--- src/rtl/axis_tile_loader.sv ---
// axis_tile_loader: FIFO-buffered 8-bit stream packed into ROW_ELEMS-wide operand rows, framed by a byte count.
// Optional: define TILE_LOADER_ZERO_PAD_EN to emit the final partial row zero-padded instead of dropping it.
`timescale 1ns/1ps
module axis_tile_loader #(
  parameter int DATA_WIDTH = 8,
  parameter int ROW_ELEMS  = 4,
  parameter int FIFO_DEPTH = 16
) (
  input  logic                            clk,
  input  logic                            reset,
  input  logic                            cfg_start,
  input  logic [15:0]                     cfg_len,
  input  logic                            s_axis_tvalid,
  output logic                            s_axis_tready,
  input  logic [DATA_WIDTH-1:0]           s_axis_tdata,
  output logic                            row_valid,
  input  logic                            row_ready,
  output logic [DATA_WIDTH*ROW_ELEMS-1:0] row_data,
  output logic                            row_last,
  output logic                            busy,
  output logic                            done
);
  localparam int ROW_W  = DATA_WIDTH * ROW_ELEMS;
  localparam int ELEM_W = $clog2(ROW_ELEMS) + 1;
  localparam int PTR_W  = $clog2(FIFO_DEPTH);
  localparam int CNT_W  = PTR_W + 1;
  localparam logic [ELEM_W-1:0] ELEM_LAST     = ELEM_W'(ROW_ELEMS - 1);
  localparam logic [CNT_W-1:0]  FIFO_FULL_CNT = CNT_W'(FIFO_DEPTH);

  typedef enum logic [1:0] {IDLE, LOAD, EMIT, DONE} state_t;
  state_t state_reg;

  logic [DATA_WIDTH-1:0] fifo_mem [FIFO_DEPTH];
  logic [PTR_W-1:0]      wr_ptr_reg;
  logic [PTR_W-1:0]      rd_ptr_reg;
  logic [CNT_W-1:0]      fifo_cnt_reg;
  logic                  fifo_full;
  logic                  fifo_empty;
  logic                  fifo_wr;
  logic                  fifo_rd;
  logic [DATA_WIDTH-1:0] fifo_rd_data;

  logic [15:0]       len_reg;
  logic [15:0]       acc_cnt_reg;
  logic [15:0]       pop_cnt_reg;
  logic [ELEM_W-1:0] elem_cnt_reg;
  logic [ROW_W-1:0]  pack_reg;
  logic [ROW_W-1:0]  pack_merged;
  logic [ROW_W-1:0]  row_data_reg;
  logic              row_valid_reg;
  logic              row_last_reg;
  logic              busy_reg;
  logic              done_reg;

  logic row_full;
  logic job_last_pop;
  logic emit_now;
  logic drop_now;
  logic last_row_pop;

  // tready uses the registered full flag, so a pop on a full FIFO frees the slot one cycle later
  assign fifo_full     = (fifo_cnt_reg == FIFO_FULL_CNT);
  assign fifo_empty    = (fifo_cnt_reg == '0);
  assign s_axis_tready = busy_reg && !fifo_full && (acc_cnt_reg < len_reg);
  assign fifo_wr       = s_axis_tvalid && s_axis_tready;
  assign fifo_rd       = (state_reg == LOAD) && !fifo_empty;
  assign fifo_rd_data  = fifo_mem[rd_ptr_reg];

  always_ff @(posedge clk) begin
    if (fifo_wr) begin
      fifo_mem[wr_ptr_reg] <= s_axis_tdata;
    end
  end

  always_ff @(posedge clk or posedge reset) begin
    if (reset) begin
      wr_ptr_reg   <= '0;
      rd_ptr_reg   <= '0;
      fifo_cnt_reg <= '0;
    end else begin
      if (fifo_wr) begin
        wr_ptr_reg <= wr_ptr_reg + 1'b1;
      end
      if (fifo_rd) begin
        rd_ptr_reg <= rd_ptr_reg + 1'b1;
      end
      case ({fifo_wr, fifo_rd})
        2'b10:   fifo_cnt_reg <= fifo_cnt_reg + 1'b1;
        2'b01:   fifo_cnt_reg <= fifo_cnt_reg - 1'b1;
        default: fifo_cnt_reg <= fifo_cnt_reg;
      endcase
    end
  end

  // Pack register with the popped byte dropped into lane elem_cnt
  genvar gi;
  generate
    for (gi = 0; gi < ROW_ELEMS; gi++) begin : g_lane
      assign pack_merged[gi*DATA_WIDTH +: DATA_WIDTH] =
        (elem_cnt_reg == ELEM_W'(gi)) ? fifo_rd_data : pack_reg[gi*DATA_WIDTH +: DATA_WIDTH];
    end
  endgenerate

  assign row_full     = (elem_cnt_reg == ELEM_LAST);
  assign job_last_pop = (pop_cnt_reg == (len_reg - 16'd1));

`ifdef TILE_LOADER_ZERO_PAD_EN
  assign emit_now     = row_full || job_last_pop;
  assign drop_now     = 1'b0;
  assign last_row_pop = job_last_pop;
`else
  localparam logic [16:0] ROW_ELEMS_17 = 17'(ROW_ELEMS);
  assign emit_now     = row_full;
  assign drop_now     = job_last_pop && !row_full;
  // Last full row: no further complete row fits in the remaining length
  assign last_row_pop = (({1'b0, pop_cnt_reg} + ROW_ELEMS_17) >= {1'b0, len_reg});
`endif

  always_ff @(posedge clk or posedge reset) begin
    if (reset) begin
      state_reg     <= IDLE;
      len_reg       <= '0;
      acc_cnt_reg   <= '0;
      pop_cnt_reg   <= '0;
      elem_cnt_reg  <= '0;
      pack_reg      <= '0;
      row_data_reg  <= '0;
      row_valid_reg <= 1'b0;
      row_last_reg  <= 1'b0;
      busy_reg      <= 1'b0;
      done_reg      <= 1'b0;
    end else begin
      done_reg <= 1'b0;
      if (fifo_wr) begin
        acc_cnt_reg <= acc_cnt_reg + 16'd1;
      end
      case (state_reg)
        IDLE: begin
          if (cfg_start) begin
            len_reg      <= cfg_len;
            acc_cnt_reg  <= '0;
            pop_cnt_reg  <= '0;
            elem_cnt_reg <= '0;
            pack_reg     <= '0;
            if (cfg_len != 16'd0) begin
              busy_reg  <= 1'b1;
              state_reg <= LOAD;
            end else begin
              done_reg  <= 1'b1;
              state_reg <= DONE;
            end
          end
        end
        LOAD: begin
          if (fifo_rd) begin
            pack_reg     <= pack_merged;
            elem_cnt_reg <= elem_cnt_reg + 1'b1;
            pop_cnt_reg  <= pop_cnt_reg + 16'd1;
            if (emit_now) begin
              row_data_reg  <= pack_merged;
              row_valid_reg <= 1'b1;
              row_last_reg  <= last_row_pop;
              state_reg     <= EMIT;
            end else if (drop_now) begin
              pack_reg     <= '0;
              elem_cnt_reg <= '0;
              busy_reg     <= 1'b0;
              done_reg     <= 1'b1;
              state_reg    <= DONE;
            end
          end
        end
        EMIT: begin
          if (row_ready) begin
            row_valid_reg <= 1'b0;
            row_last_reg  <= 1'b0;
            pack_reg      <= '0;
            elem_cnt_reg  <= '0;
            if (pop_cnt_reg == len_reg) begin
              busy_reg  <= 1'b0;
              done_reg  <= 1'b1;
              state_reg <= DONE;
            end else begin
              state_reg <= LOAD;
            end
          end
        end
        DONE: begin
          state_reg <= IDLE;
        end
        default: begin
          state_reg <= IDLE;
        end
      endcase
    end
  end

  assign row_valid = row_valid_reg;
  assign row_data  = row_data_reg;
  assign row_last  = row_last_reg;
  assign busy      = busy_reg;
  assign done      = done_reg;

endmodule
--- config.mk ---
export PLATFORM = sky130hd
export DESIGN_NAME = axis_tile_loader
export DESIGN_NICKNAME = d
export VERILOG_FILES = /design/src/rtl/axis_tile_loader.sv
export SDC_FILE = /design/constraint.sdc
export NUM_CORES = 1
export LEC_CHECK = 0
export BUFFER_PORTS_ARGS = -buffer_cell sky130_fd_sc_hd__buf_2
export CAP_MARGIN = 20
export CORE_UTILIZATION = 40
export DETAILED_ROUTE_END_ITERATION = 16
export PLACE_DENSITY = 0.63
export SLEW_MARGIN = 20
export SYNTH_ARGS = -nofsm -noshare
export SYNTH_HDL_FRONTEND = slang
export SYNTH_SLANG_ARGS = --single-unit
export TNS_END_PERCENT = 30
--- constraint.sdc ---
create_clock -name clk -period 4.5 [get_ports clk]
set_clock_uncertainty 0.05 [all_clocks]
set_input_delay 1.35 -clock clk [delete_from_list [all_inputs] [get_ports clk]]
set_output_delay 1.35 -clock clk [all_outputs]
set_load 0.02 [all_outputs]
==> results of run 1 <==
==> synth_stat cells, types with 3 or more instances <==
library cell	count	area, sq um
or3_1	10	62.56
o21ai_0	55	275.3
a21o_1	12	90.09
mux2i_1	29	290.3
nand4b_1	3	26.28
and3_1	10	62.56
mux2_2	8	90.09
xor2_1	29	254.0
a22oi_1	3	22.52
o21ai_1	31	155.2
mux4_2	40	900.9
ha_1	54	675.7
inv_1	36	135.1
nand4_1	16	100.1
nor2b_1	11	68.82
nand2_1	101	379.1
or4_1	5	37.54
o22ai_1	4	25.02
nor4_1	9	56.30
nor2_1	45	168.9
edfxtp_1	128	3844
and4_1	5	43.79
o211ai_1	5	37.54
nand3_1	23	115.1
clkbuf_1	34	127.6
buf_1	7	26.28
o31ai_1	5	37.54
xnor2_1	29	254.0
a21oi_1	32	160.2
and2_1	9	56.30
nor3_1	12	60.06
buf_2	6	30.03
dfrtp_1	127	3178
==> cell usage in the layout, fill, tap and decap left out, types with 5 or more instances in the layout <==
cell type,synthesis,layout
a21o_1,12,12
a21oi_1,32,31
and2_1,9,9
and3_1,10,10
and4_1,5,5
buf_2,6,65
buf_4,2,12
clkbuf_16,0,27
clkinv_1,0,7
dfrtp_1,127,126
edfxtp_1,128,128
ha_1,54,54
inv_1,36,35
mux2_2,8,8
mux2i_1,29,29
mux4_2,40,40
nand2_1,101,100
nand3_1,23,23
nand4_1,16,16
nor2_1,45,45
nor2b_1,11,11
nor3_1,12,12
nor4_1,9,9
o211ai_1,5,5
o21ai_0,55,55
o21ai_1,31,31
o31ai_1,5,5
or3_1,10,10
or4_1,5,5
xnor2_1,29,29
xor2_1,29,29
==> final timing paths <==
kind	startpoint	to	slack (ps)	cells after the start
setup / recovery	len_reg[4]$_DFFE_PP0P_	s_axis_tready	210	10
hold / removal	row_data[9]$_DFFE_PP0P_	row_data[9]$_DFFE_PP0P_	420	2
setup reg to reg	len_reg[7]$_DFFE_PP0P_	fifo_cnt_reg[4]$_DFFE_PP0P_	710	17
hold reg to reg	row_data[9]$_DFFE_PP0P_	row_data[9]$_DFFE_PP0P_	420	2
max in group asynchronous	reset	acc_cnt_reg[8]$_DFF_PP0_	2690	3
min in group asynchronous	reset	row_last$_DFFE_PP0P_	810	2
==> what timing repair did <==
item	in CTS	in global routing
hold buffers	0	0
buffers inserted	0	2
resized for setup	0	2
endpoints found under the setup margin	0	1
==> critical path, cell delays in order (launching register included) <==
cell       delay, ps
dfrtp_1          480
inv_1            140
ha_1             330
a21oi_1          150
o22ai_1          120
nor2_4           100
o31ai_2           80
a2111oi_4        480
nor2_4           180
inv_2            100
buf_2            170
==> routing by layer <==
layer / GRT usage (%) / up-vias / routed length, um
met3: 2.534 / 43 / 1109
met1: 25.03 / 3805 / 12530
li1: - / 3723 / -
met5: 0 / - / 0
met4: 5.172 / 0 / 728
met2: 26.73 / 139 / 11760
==> kinds of logic (layout without fill, tap and decap cells) <==
logic type	Yosys count	after routing
AOI/OAI and AO/OA	172	172
DFF	255	255
muxes	79	79
xor gates and xnor gates	58	58
and+or+nand+nor	274	274
adders and majority gates	55	55
buffers and inverters	86	164
==> area by class of cell <==
type / count / area, sq um / area share [%]
multi-input cells: 638 / 4931 / 35.50
flip-flops and latches: 255 / 7023 / 50.56
repair buffers: 78 / 435.4 / 3.135
clock inverters: 18 / 178.9 / 1.288
well taps: 390 / 488.0 / 3.513
clock buffers: 31 / 690.7 / 4.973
inverters: 37 / 142.6 / 1.027
==> through the flow <==
stage / hold WS (ps) / worst slack [ps]
6_report: 425.0 / 213.5
5_1_grt: 453.9 / 21.55
4_1_cts: 430.0 / 71.20
3_5_place_dp: 415.2 / 680.0
3_3_place_gp: 409.6 / 761.2
2_1_floorplan: 404.9 / 831.0
==> report_power, final <==
| group | internal (W) | leakage, nW | switching, W |
|---|---|---|---|
| combinational | 0.00137 | 2.36 | 0.00198 |
| sequential | 0.00294 | 2.83 | 0.000427 |
| clock | 0.00127 | 0.417 | 0.000910 |
==> impl_metrics.env, run 1 <==
export IMPL_grt_pass1_wl_um=42610
export IMPL_hold_path_class="reg -> reg"
export IMPL_cap_violations=0
export IMPL_p_leak_nw=5.611
export IMPL_synth_cell_types=69
export IMPL_yosys_register_bits=255
export IMPL_filler_cell_count=2678
export IMPL_syn_inst=979
export IMPL_antenna_cells=0
export IMPL_drive_above_1_share_pct=17.22
export IMPL_p_per_area_nw_per_um2=640.4
export IMPL_async_flop_share_pct=49.80
export IMPL_synth_top_family_by_area="simple AND/OR/NAND/NOR gates"
export IMPL_place_hpwl_um=18490
export IMPL_clockRootBuffer="clkbuf_16"
export IMPL_fin_setup_tns_ps=0
export IMPL_synth_enable_flop_cells=128
export IMPL_drc=0
export IMPL_maxSlewViolCount=0
export IMPL_setup_viol=0
export IMPL_slew_headroom_pct=32.76
export IMPL_synth_xor_area_share_pct=4.137
export IMPL_clk_latency_ps=540
export IMPL_die_h_um=177.2
export IMPL_cts_buffers=27
export IMPL_place_area_sq_um=13000
export IMPL_initialDrtViolationCount=588
export IMPL_gr_total_overflow=0
export IMPL_dp_cells=1396
export IMPL_grt_start_max_net_pins=70
export IMPL_rows=63
export IMPL_clkTransAtPathRegs_ps=60
export IMPL_globalplace_congestion=0.8555
export IMPL_ioPinCount=66
export IMPL_chipWidth_um=177.2
export IMPL_end_kind="output port"
export IMPL_io_buffer_count=65
export IMPL_synthAdderAreaFrac_pct=5.665
export IMPL_initial_utilization_pct=40.99
export IMPL_area_growth_synth_to_final_pct=13.11
export IMPL_grt_setup_unrepaired="no"
export IMPL_synth_area_sq_um=12280
export IMPL_cts_sinks=255
export IMPL_grt_usage_pct=17.27
export IMPL_design_area_sq_um=13890
export IMPL_cts_buffer_depth=3
export IMPL_htreeDepth=1
export IMPL_peakVddDrop_uv=364.0
export IMPL_status="finished clean"
export IMPL_max_freq_ghz=0.2333
export IMPL_hold_viol_final=0
export IMPL_antenna_left=0
export IMPL_wl_per_cell_um=18.06
export IMPL_nets=1121
export IMPL_finalPower_w=0.008895
export IMPL_cp_start_kind="register"
export IMPL_grt_pass1_vias=7760
export IMPL_layout_cells_non_filler=1447
export IMPL_syn_avg_cell_area_sq_um=12.54
export IMPL_wl_um=26130
export IMPL_coreArea_sq_um=29950
export IMPL_yosys_most_used_dff="edfxtp_1"
export IMPL_seq_area_frac_synth_pct=57.18
export IMPL_period_share_pct=95.26
export IMPL_worst_pin_slew_ps=1009
export IMPL_largest_reg_flops=128
export IMPL_worstPathRequired_ps=3100
export IMPL_worstPathArrival_ps=2890
export IMPL_final_core_util_pct=46.37
export IMPL_synthMuxAreaShare_pct=10.62
export IMPL_die_area_sq_um=31400
export IMPL_synth_simple_area_share_pct=11.18
export IMPL_period_needed_ps=4287
export IMPL_syn_num_nets=1063
export IMPL_num_vias=7710
export IMPL_crit_path_max_fanout=18
export IMPL_first_pass_iters=5
export IMPL_cts_tree="yes"
export IMPL_ys_warnings_count=0
export IMPL_vias_per_cell=5.328
export IMPL_antenna_found_initial=0
export IMPL_worst_setup_path_type="reg -> out"
export IMPL_synth_compound_area_share_pct=8.467
Power figures use the tool's default switching activity.
==> inputs of run 2 (changes only) <==
Settings changed: ABC_AREA set to 1, CORE_ASPECT_RATIO set to 2, CORE_MARGIN set to 2.
==> run 2 against run 1 <==
Net effect:
- global-route usage is 3.3 points higher
- flip-flop and latch count decreased by 1
- utilization is 1.0 points lower
- critical path type unchanged
- highest routed layer unchanged
==> impl_metrics.env, run 2 <==
export IMPL_status="finished clean"
export IMPL_num_vias=10052
export IMPL_r2r_cells=19
export IMPL_clockRootBuffer="clkbuf_16"
export IMPL_syn_num_nets=1578
export IMPL_ys_warnings_count=0
export IMPL_yosys_most_used_dff="edfxtp_1"
export IMPL_drc=0
export IMPL_peakVddDrop_uv=462.9
export IMPL_gr_total_overflow=0
export IMPL_antenna_found_initial=0
export IMPL_first_pass_iters=6
export IMPL_yosys_register_bits=254
export IMPL_maxSlewViolCount=0
export IMPL_yosysMostFrequentCell="nand2_1"
export IMPL_period_needed_ps=3796
export IMPL_grt_pass1_vias=10246
export IMPL_rows=93
export IMPL_path_buf_inv=2
export IMPL_worst_pin_slew_ps=1038
export IMPL_filler_cell_count=3128
export IMPL_wl_um=35080
export IMPL_fin_setup_tns_ps=0
export IMPL_cp_start_kind="register"
export IMPL_cap_violations=0
export IMPL_synth_enable_flop_cells=128
export IMPL_syn_avg_cell_area_sq_um=8.771
export IMPL_cts_hold_buf=0
export IMPL_cts_tree="yes"
export IMPL_slew_headroom_pct=30.27
export IMPL_die_area_sq_um=34310
export IMPL_crit_cells=9
export IMPL_finalPower_w=0.009241
export IMPL_cp_common_cell="nand2_1"
export IMPL_final_common_cell="nand2_1"
export IMPL_grt_pass1_wl_um=54680
export IMPL_hp_start="row_data[11]$_DFFE_PP0P_"
export IMPL_nets=1629
export IMPL_p_leak_nw=6.761
export IMPL_max_freq_ghz=0.2634
export IMPL_path_cells="inv_1 -> ha_1 -> a21oi_1 -> nor2_1 -> a211oi_1 -> nand2_1 -> nand2_1 -> and2_1 -> buf_2"
export IMPL_grt_setup_unrepaired="no"
export IMPL_vias_per_cell=5.051
export IMPL_cts_resized=0
export IMPL_synth_top_cells_by_count="nand2_1, inv_1, edfxtp_1, dfrtp_1, o21ai_0"
export IMPL_wl_per_cell_um=17.63
export IMPL_crit_path_max_fanout=6
export IMPL_synth_area_top_cells="edfxtp_1, dfrtp_1, nand2_1, inv_1, ha_1"
export IMPL_clk_latency_ps=530
export IMPL_drive_above_1_share_pct=9.597
export IMPL_cts_buffer_depth=3
export IMPL_worst_setup_path_type="reg -> out"
export IMPL_antenna_left=0
export IMPL_max_stage_delay_ps=480
export IMPL_globalplace_congestion=0.9015
export IMPL_ioPinCount=66
export IMPL_end_kind="output port"
export IMPL_async_flop_share_pct=49.61
export IMPL_period_share_pct=84.36
export IMPL_synth_top_area_share_pct=29.33
export IMPL_cts_sinks=254
export IMPL_htreeDepth=1
export IMPL_hold_path_class="reg -> reg"
export IMPL_place_hpwl_um=26530
export IMPL_grt_usage_pct=20.59
export IMPL_setup_viol=0
export IMPL_antenna_cells=0
export IMPL_p_per_area_nw_per_um2=632.4
export IMPL_final_cell_mix="nand2_1, inv_1, edfxtp_1"
export IMPL_slowest_stage="dfrtp_1"
export IMPL_seq_area_frac_synth_pct=53.39
export IMPL_regToRegStartpoint="len_reg[5]$_DFFE_PP0P_"
export IMPL_coreArea_sq_um=32230
export IMPL_reg2reg_slack_ps=1140
export IMPL_crit_start="len_reg[5]$_DFFE_PP0P_"
export IMPL_cts_buffers=24
export IMPL_synth_area_sq_um=13100
export IMPL_setup_ws_ps=703.7
export IMPL_clkTransAtPathRegs_ps=60
export IMPL_initial_utilization_pct=40.65
export IMPL_hold_viol_final=0
export IMPL_io_buffer_count=65
export IMPL_chipWidth_um=132.0
export IMPL_synth_cell_types=44
export IMPL_worstPathRequired_ps=3100
export IMPL_largest_reg_flops=128
export IMPL_area_growth_synth_to_final_pct=11.51
export IMPL_dp_worst_setup_slack_ps=1078
export IMPL_grt_start_max_net_pins=69
export IMPL_cts_setup_buffers=0
export IMPL_whs_path_depth=2
export IMPL_die_h_um=260.0
export IMPL_syn_inst=1494
export IMPL_synth_area_leader_cell="edfxtp_1"
export IMPL_crit_family="flip-flops"
export IMPL_initialDrtViolationCount=610
export IMPL_worstPathArrival_ps=2400
run 2: cell types whose count changed after synthesis, sizes merged, moves of 17 or more:
cell    change
a21oi      +36
inv       +170
mux2i      -25
mux4       -40
nand2     +309
nand3      +51
nor2       +59
o211ai     +27
o21ai      +35
xnor2      -17
run 2: logic make-up (layout without fill, tap and decap cells):
logic type,Yosys count,count (layout),share of synthesized area (%)
compound gates,238,238,9.930
xor+xnor,43,43,2.874
fa+ha+maj,55,55,5.309
buf+inv,268,337,8.068
flops,254,254,53.39
mux,4,4,0.3056
simple gates,632,632,20.12
run 2: layer usage:
layer	vias to the layer above	share of wire [%]	wire length (um)	track usage, %
met5	-	0	0	0
li1	4964	-	-	-
met4	0	7.8	2729	15.07
met2	249	56	19560	41.10
met3	107	3.0	1058	1.852
met1	4732	33	11730	18.95
run 2: final timing paths:
path / end
min in group asynchronous: pack_reg[13]$_DFFE_PP0P_
setup reg to reg: fifo_cnt_reg[4]$_DFFE_PP0P_
setup / recovery: s_axis_tready
max in group asynchronous: len_reg[10]$_DFFE_PP0P_
hold reg to reg: row_data[11]$_DFFE_PP0P_
hold / removal: row_data[11]$_DFFE_PP0P_
run 2: worst reg2reg max path, stage by stage, from the launching register on:
cell and delay [ps]:
dfrtp_1 480, inv_1 120, ha_1 320, a21oi_1 140
nor2_1 50, a211oi_1 160, nand2_1 110, nand2_1 90
nand3_1 310, ha_1 390, inv_1 140, fa_1 190
inv_1 60, a21oi_1 120, nor2_1 50, nor2_1 130
nand2_1 70, nand2_1 60, nor2_1 40, xor2_1 140
run 2: through the flow:
step	instances	hold WS, ps	utilization, %	instance area, sq um
after floorplan	1494	399.2	-	13110
after global placement	1946	411.1	42.97	13850
after detailed placement	1946	410.6	42.97	13850
after CTS	1990	429.0	45.33	14610
after global routing	1990	449.3	45.33	14610
final	1990	424.9	45.33	14610
run 2: where the power goes:
part,internal (W),switching [W]
Sequential,0.00286,0.000528
Clock,0.00110,0.000899
Combinational,0.00122,0.00263
Total,0.00518,0.00406
run 2: cell type report:
cell class | count | area [sq um] | share of cell area, %
multi-input combinational | 972 | 5050 | 34.56
inverter | 211 | 798.3 | 5.463
sequential | 254 | 7002 | 47.92
timing repair buffer | 82 | 465.4 | 3.185
clock buffer | 30 | 654.4 | 4.479
clock inverter | 14 | 107.6 | 0.7364
tap | 427 | 534.3 | 3.656
==> inputs of run 3 (changes only) <==
Clock period 4.5 ns to 3 ns, I/O delays scaled along.
==> run 3 against run 2 <==
Net effect:
- flip-flop and latch count did not move
- hold slack got worse by 180 ps
- clock power rose by 68%
- design area rose by 5.1%
- critical path depth did not move
- sequential share of layout area fell by 2.3 points
- power rose by 60%
- combinational power rose by 70%
- non-clock buffer count rose by 63
- global-route usage rose by 0.31 points
- routed wire length rose by 0.76%
- clock-buffer cell count fell by 1
==> impl_metrics.env, run 3 (synthesis gave the netlist of run 2 again) <==
export IMPL_antenna_left=0
export IMPL_place_hpwl_um=26580
export IMPL_p_per_area_nw_per_um2=963.8
export IMPL_num_vias=10275
export IMPL_wl_per_cell_um=17.22
export IMPL_maxSlewViolCount=0
export IMPL_status="finished clean"
export IMPL_slew_headroom_pct=50.23
export IMPL_cp_common_cell="nand2_1"
export IMPL_p_leak_nw=7.138
export IMPL_hold_slack_ps=247.6
export IMPL_cap_violations=0
export IMPL_area_growth_synth_to_final_pct=17.16
export IMPL_antenna_found_initial=0
export IMPL_path_cells="inv_4 -> ha_1 -> a21oi_2 -> nor2_1 -> a211oi_1 -> nand2_1 -> nand2_1 -> and2_4 -> buf_6"
export IMPL_drc=0
export IMPL_grt_pass1_wl_um=55940
export IMPL_period_share_pct=99.57
export IMPL_cts_buffer_depth=3
export IMPL_grt_pass1_vias=10496
export IMPL_die_area_sq_um=34310
export IMPL_final_cell_mix="nand2_1, inv_1, edfxtp_1"
export IMPL_crit_start="len_reg[4]$_DFFE_PP0P_"
export IMPL_nets=1692
export IMPL_cp_start_kind="register"
export IMPL_cts_sinks=254
export IMPL_vias_per_cell=5.005
export IMPL_regToRegStartpoint="acc_cnt_reg[15]$_DFF_PP0_"
export IMPL_max_freq_ghz=0.3348
export IMPL_gr_total_overflow=0
export IMPL_max_stage_delay_ps=390
export IMPL_peakVddDrop_uv=635.0
export IMPL_end_kind="output port"
export IMPL_worst_setup_path_type="reg -> out"
export IMPL_initial_utilization_pct=40.65
export IMPL_ioPinCount=66
export IMPL_crit_path_max_fanout=5
export IMPL_grt_usage_pct=20.90
export IMPL_rows=93
export IMPL_initialDrtViolationCount=715
export IMPL_hold_viol_final=0
export IMPL_cts_hold_buf=0
export IMPL_clkTransAtPathRegs_ps=70
export IMPL_chipWidth_um=132.0
export IMPL_clockRootBuffer="clkbuf_16"
export IMPL_slowest_stage="dfrtp_1"
export IMPL_cts_buffers=24
export IMPL_wl_um=35350
export IMPL_cts_tree="yes"
export IMPL_largest_reg_flops=128
export IMPL_grt_setup_unrepaired="yes"
export IMPL_worst_pin_slew_ps=746.6
export IMPL_die_h_um=260.0
export IMPL_globalplace_congestion=0.9994
export IMPL_io_buffer_count=65
export IMPL_r2r_cells=18
export IMPL_worstPathArrival_ps=2040
export IMPL_first_pass_iters=5
export IMPL_period_needed_ps=2987
export IMPL_htreeDepth=1
export IMPL_finalPower_w=0.01480
export IMPL_clk_latency_ps=530
export IMPL_drive_above_1_share_pct=15.19
export IMPL_antenna_cells=0
export IMPL_hold_path_class="in -> async"
export IMPL_filler_cell_count=3133
export IMPL_final_common_cell="nand2_1"
export IMPL_grt_start_max_net_pins=69
export IMPL_coreArea_sq_um=32230
export IMPL_setup_viol=0
export IMPL_worstPathRequired_ps=2050
## run 3: cell types whose count changed in the layout (fill, tap and decap cells not counted), moves of 3 or more
cell,change
bufinv_16,+4
clkinv_1,-4
a21oi_2,+3
nor2_1,-3
ha_1,-7
ha_4,+6
inv_2,+5
nor2_2,+3
buf_4,+61
inv_1,-7
a21oi_1,-3
## run 3: repair_timing
action | CTS | global route
cloned | 0 | 0
setup buffers | 5 | 7
endpoints found under the setup margin | 2 | 4
pin swaps | 5 | 14
gates resized for setup | 9 | 28
## run 3: power by group
group / internal, W / switching, W / total (W)
Clock: 0.00199 / 0.00136 / 0.00335
Sequential: 0.00430 / 0.000611 / 0.00491
Combinational: 0.00227 / 0.00426 / 0.00653
## run 3: final timing paths
path	endpoint	slack [ps]
setup / recovery	s_axis_tready	10
hold / removal	row_data[10]$_DFFE_PP0P_	250
setup reg to reg	fifo_cnt_reg[4]$_DFFE_PP0P_	200
hold reg to reg	row_data[20]$_DFFE_PP0P_	430
max in group asynchronous	acc_cnt_reg[7]$_DFF_PP0_	1960
min in group clk	row_data[20]$_DFFE_PP0P_	430
## run 3: layout make-up
class / count / area, sq um / area share (%)
multi-input combinational: 972 / 5171 / 33.68
sequential: 254 / 7004 / 45.62
clock buffer: 29 / 650.6 / 4.238
timing repair buffer: 145 / 969.7 / 6.316
clock inverter: 15 / 219.0 / 1.426
tap: 427 / 534.3 / 3.480
inverter: 211 / 803.3 / 5.232
## run 3: metrics by stage
stage / TNS [ps] / instance area, sq um / setup slack (ps) / utilization, % / cells
detailed placement: -0.1970 / 14260 / -0.1970 / 44.23 / 1997
finish: 0 / 15350 / 12.82 / 47.63 / 2053
global placement: 0 / 14260 / 133.0 / 44.23 / 1997
global route: -99.64 / 15350 / -85.50 / 47.63 / 2053
floorplan: 0 / 13110 / 44.91 / - / 1494
CTS: -18.86 / 15190 / -18.86 / 47.11 / 2046
## run 3: worst max-delay path: cells and delay by family, from the launching register on
kind | cells | cell delay (ps)
buffers and inverters | 2 | 190
DFF | 1 | 390
AOI/OAI and AO/OA | 2 | 330
adders and majority gates | 1 | 210
and+or+nand+nor | 4 | 380
## run 3: per-layer routing
layer | up-vias | share of wire, % | track usage (%)
li1 | 5089 | - | -
met1 | 4868 | 34 | 19.83
met2 | 206 | 56 | 41.17
met3 | 112 | 2.7 | 1.813
met4 | 0 | 7.7 | 15.16
met5 | - | 0 | 0
